## config.mk

```make
export PLATFORM = sky130hd
export DESIGN_NAME = logic_op_issuer
export DESIGN_NICKNAME = d
export VERILOG_FILES = /design/src/rtl/logic_op_pkg.sv /design/src/rtl/logic_result_sel.sv /design/src/rtl/logic_op_issuer.sv
export SDC_FILE = /design/constraint.sdc
export NUM_CORES = 1
export LEC_CHECK = 0
export BUFFER_PORTS_ARGS = -buffer_cell sky130_fd_sc_hd__buf_4
export CAP_MARGIN = 0
export CORE_MARGIN = 8
export CORE_UTILIZATION = 38
export DETAILED_ROUTE_END_ITERATION = 12
export GPL_TIMING_DRIVEN = 1
export PLACE_DENSITY = 0.68
export SLEW_MARGIN = 20
export SYNTH_ARGS = -nofsm -noshare
export SYNTH_HDL_FRONTEND = slang
export SYNTH_SLANG_ARGS = --single-unit
```

## constraint.sdc

```tcl
create_clock -name clk -period 4.69 [get_ports clk]
set_clock_uncertainty 0.05 [all_clocks]
set_input_delay 0.7035 -clock clk [delete_from_list [all_inputs] [get_ports clk]]
set_output_delay 0.7035 -clock clk [all_outputs]
set_load 0.01 [all_outputs]
```

## src/rtl/logic_op_pkg.sv

```systemverilog
// Shared opcode encodings, legality test and sequencer state type for the
// logical-unit requester.
package logic_op_pkg;

    localparam logic [2:0] OP_AND  = 3'b101;
    localparam logic [2:0] OP_OR   = 3'b110;
    localparam logic [2:0] OP_NOT  = 3'b111;
    localparam logic [2:0] OP_NAND = 3'b000;
    localparam logic [2:0] OP_NOR  = 3'b001;
    localparam logic [2:0] OP_XOR  = 3'b010;

    typedef enum logic [1:0] {
        IDLE  = 2'd0,
        DRIVE = 2'd1,
        RESP  = 2'd2
    } state_t;

    // 011 and 100 have no result bus on the unit.
    function automatic logic op_legal(input logic [2:0] op);
        return (op != 3'b011) && (op != 3'b100);
    endfunction

endpackage

```

## src/rtl/logic_result_sel.sv

```systemverilog
// Picks the one logical-unit output bus that belongs to the current opcode;
// every other bus is floating and must not leak into the result.
module logic_result_sel
    import logic_op_pkg::*;
#(
    parameter int WIDTH = 8
) (
    input  logic [2:0]       op,
    input  logic [WIDTH-1:0] res_and,
    input  logic [WIDTH-1:0] res_or,
    input  logic [WIDTH-1:0] res_not,
    input  logic [WIDTH-1:0] res_nand,
    input  logic [WIDTH-1:0] res_nor,
    input  logic [WIDTH-1:0] res_xor,
    output logic [WIDTH-1:0] result
);

    always_comb begin
        // NOTE: default assigned before the case so every path drives result and no latch is inferred.
        result = '0;
        case (op)
            OP_AND:  result = res_and;
            OP_OR:   result = res_or;
            OP_NOT:  result = res_not;
            OP_NAND: result = res_nand;
            OP_NOR:  result = res_nor;
            OP_XOR:  result = res_xor;
            default: result = '0;
        endcase
    end

endmodule

```

## src/rtl/logic_op_issuer.sv

```systemverilog
// Requester-side sequencer: accepts an op, enables the logical unit for SETTLE
// cycles, captures the matching result bus and returns it on a valid/ready port.
module logic_op_issuer
    import logic_op_pkg::*;
#(
    parameter int WIDTH  = 8,
    parameter int SETTLE = 1
) (
    input  logic             clk,
    input  logic             rst,
    input  logic             req_valid,
    output logic             req_ready,
    input  logic [2:0]       req_op,
    input  logic [WIDTH-1:0] req_a,
    input  logic [WIDTH-1:0] req_b,
    output logic             rsp_valid,
    input  logic             rsp_ready,
    output logic [WIDTH-1:0] rsp_data,
    output logic             rsp_err,
    output logic [WIDTH-1:0] lu_a,
    output logic [WIDTH-1:0] lu_b,
    output logic [2:0]       lu_p,
    output logic             lu_el,
    input  logic [WIDTH-1:0] lu_A,
    input  logic [WIDTH-1:0] lu_B,
    input  logic [WIDTH-1:0] lu_C,
    input  logic [WIDTH-1:0] lu_D,
    input  logic [WIDTH-1:0] lu_E,
    input  logic [WIDTH-1:0] lu_F,
    output logic [15:0]      op_count
);

    state_t           state;
    state_t           state_nxt;
    logic [3:0]       settle_cnt;
    logic [WIDTH-1:0] sel_result;

    logic_result_sel #(.WIDTH(WIDTH)) u_sel (
        .op      (lu_p),
        .res_and (lu_A),
        .res_or  (lu_B),
        .res_not (lu_C),
        .res_nand(lu_D),
        .res_nor (lu_E),
        .res_xor (lu_F),
        .result  (sel_result)
    );

    // All handshake and enable outputs decode from the registered state only.
    assign req_ready = (state == IDLE);
    assign rsp_valid = (state == RESP);
    assign lu_el     = (state != DRIVE);

    always_comb begin
        state_nxt = state;
        case (state)
            IDLE:    if (req_valid) state_nxt = op_legal(req_op) ? DRIVE : RESP;
            DRIVE:   if (settle_cnt == '0) state_nxt = RESP;
            RESP:    if (rsp_ready) state_nxt = IDLE;
            default: state_nxt = IDLE;
        endcase
    end

    // NOTE: synchronous reset lives inside the clocked block, and all state is updated with non-blocking assignments.
    always_ff @(posedge clk) begin
        if (rst) begin
            state      <= IDLE;
            settle_cnt <= '0;
            lu_a       <= '0;
            lu_b       <= '0;
            lu_p       <= '0;
            rsp_data   <= '0;
            rsp_err    <= 1'b0;
            op_count   <= '0;
        end else begin
            state <= state_nxt;
            case (state)
                IDLE: begin
                    if (req_valid) begin
                        if (op_legal(req_op)) begin
                            lu_a       <= req_a;
                            lu_b       <= req_b;
                            lu_p       <= req_op;
                            settle_cnt <= 4'(SETTLE - 1);
                        end else begin
                            // Illegal ops never touch the unit; lu_* keep their old values.
                            rsp_data <= '0;
                            rsp_err  <= 1'b1;
                        end
                    end
                end
                DRIVE: begin
                    if (settle_cnt == '0) begin
                        rsp_data <= sel_result;
                        rsp_err  <= 1'b0;
                    end else begin
                        settle_cnt <= settle_cnt - 4'd1;
                    end
                end
                RESP: begin
                    if (rsp_ready && !rsp_err) op_count <= op_count + 16'd1;
                end
                default: ;
            endcase
        end
    end

endmodule

```

==> key figures <==
Outcome
  – Status: completed

Timing
  – Final setup viols: 0
  – Worst slew pin tran: 0.882 ns
  – Worst slew margin: 0.407
  – Worst hold margin: 0.408 ns
  – Final worst-path cycle share: 0.470
  – Fmax: between 400 and 500 MHz
  – Setup tns final: 0 ns
  – RSZ-0062 raised after global routing: false
  – Slew Limit Fails: 0
  – Final number of hold-violating endpoints: 0
  – Fin crit period: 2.20 ns

Global route
  – Initial antenna violation count: 0
  – Vias in the first global route: 2387
  – Largest net degree at the start of global routing: 46
  – First-pass GRT wire length: 11400 um
  – GRT Overall Usage: 0.155
  – Congestion Overflow GR: 0

Clock network
  – Hold_buf cts: 0
  – Postcts setup bufs: 0
  – Clk pin slew, worst setup/hold paths: 0.09 ns
  – # H-tree levels: 2
  – Resized Gates After CTS: 0
  – CTS Buf Count: 5
  – CTS tree: built
  – Root buffer cell: clkbuf_8
  – Clock Tree Buf Depth: 2
  – Clk sink count: 50
  – Clk Latency, worst-skew pair: 0.30 ns

Cells and area
  – ANT cells: 0
  – Nets: 473
  – Layout cells sized above 1: 0.338
  – Layout Utilization: 0.550
  – Area Overhead vs Synth: 41.0%
  – Design area: 3450 sq um

Logic synthesis
  – Synth cell count leaders: dfxtp_1 (50), nand2_1 (46), a21oi_1 (31)
  – Syn avg cell area: 8.38 sq um
  – Most common flop cell mapped by yosys: dfxtp_1
  – Top-area cell type share of the netlist area: 0.409
  – Sequential share of the synthesized area: 0.409
  – Ranking of synthesized cells by area: dfxtp_1 (41%), nand2_1 (7.1%), a21oi_1 (6.3%)
  – Ys async rst share: 0
  – Flops & latches, synth: 50
  – Post-synth EDFFs: 0
  – Most frequent cell after synthesis: dfxtp_1
  – Synthesized area: 2450 sq um
  – Net count after synthesis: 366
  – Synth warn: 0
  – Yosys top cell by area: dfxtp_1
  – Synth unique cells: 45
  – Gate Count Post-Synth: 292

Worst setup path
  – Crit path DAT: 1.45 ns
  – CP endpoint kind: primary output
  – CP bufs+invs: 1
  – Critical path type: reg2out
  – Critical-path cell list: buf_4
  – CP required: 3.94 ns
  – Critical path's largest stage delay: 0.89 ns
  – Reg2Reg Setup Slack: 2.53 ns
  – Crit-path max FO: 26
  – Slowest CP cell: dfxtp_1
  – Top delay family on crit path: flip-flops
  – Critical Path Start Type: register

Route
  – Drt initial violations: 79
  – TritonRoute pass-1 iters: 4
  – Avg WL per Cell: 15.4 um
  – Total number of vias: 2519
  – DRC Markers: 0
  – Routed Antenna Nets: 0
  – Vias per cell: 5.28
  – Total routed wirelength: roughly 7400 um

Die
  – Num ports: 118
  – Core Region: 6280 sq um
  – Die H: 96.2 um
  – DIE AREA: 9260 sq um
  – Site row count: 29
  – DIE WIDTH: 96.2 um
  – Initial Util: 0.390

Worst hold path
  – Hold WC Path Type: reg2reg

Placement
  – Port buffer count: 117
  – DP Area: ~3400 sq um
  – GPL Wtd Cong: 0.738
  – Dpl hpwl: 5420 um

Pwr
  – Power per cell area: 262 nW/um^2
  – Power Total: 0.905 mW
  – Worst IR Drop VDD: 0.000157 V
  – Leakage dissipation: 1.40 nW

Job
  – Max-cap viol count: 0
## worst paths after layout
path         cells after the start    start     endpoint
max reg2reg                      4  lu_p[1]  rsp_data[0]
min reg2reg                      2  lu_b[6]      lu_b[6]
min                              2  lu_b[6]      lu_b[6]
max                              1  lu_p[0]      lu_p[0]
## cell usage in the layout, fill, tap and decap left out, types with 6 or more instances in the layout
master    instances
a21oi_1          31
a32o_1            7
dfxtp_1          50
inv_1             6
xnor2_1           7
nor2_1           19
mux2i_1          12
nand3_1          13
clkbuf_8          6
nor3_1            8
buf_4           118
nand2_1          46
o21ai_0          10
## area by class of cell
class / count / area (sq um)
fill: 627 / 2830
multi-input combinational: 218 / 1350
sequential: 50 / 1000
timing repair buffer: 118 / 886
tap: 77 / 96.3
clock buffer: 6 / 82.6
inverter: 6 / 22.5
clock inverter: 2 / 12.5
## routing by layer
layer,vias to the layer above,global-route usage,share of wire
li1,1263,-,-
met1,1146,0.184,0.43
met2,105,0.250,0.44
met3,5,0.0632,0.13
met4,0,0.0448,0.0084
met5,-,0,0
## metrics by stage
step / instances / setup WS (ns)
floorplan: 292 / 2.78
global placement: 469 / 2.46
detailed placement: 469 / 2.33
CTS: 477 / 2.47
global route: 477 / 2.37
finish: 477 / 2.49
## flip-flops by register name, summed over array words and instances (netlist names)
| name | flops |
|---|---|
| lu_a | 8 |
| rsp_data | 8 |
| rsp_err | 1 |
| lu_b | 8 |
| lu_p | 3 |
| settle_cnt | 4 |
| state | 2 |
| op_count | 16 |
## cells by family (layout without fill, tap and decap cells)
group                    count (synthesis)  count (layout)  share of synthesized area
AO/OA/AOI/OAI                           68              68                      0.175
XOR/XNOR                                12              12                     0.0430
adder cells (fa/ha/maj)                  3               3                     0.0153
buffers and inverters                   24             132                     0.0394
flip-flops                              50              50                      0.409
multiplexers                            16              16                     0.0675
AND/OR/NAND/NOR                        119             119                      0.251
## report_power, final
| group | switching [mW] | internal (mW) | leakage, nW |
|---|---|---|---|
| clock | 0.145 | 0.119 | 0.0472 |
| sequential | 0.0186 | 0.443 | 0.406 |
| combinational | 0.0834 | 0.0967 | 0.944 |
| total | 0.247 | 0.658 | 1.40 |
Power figures use the tool's default switching activity.
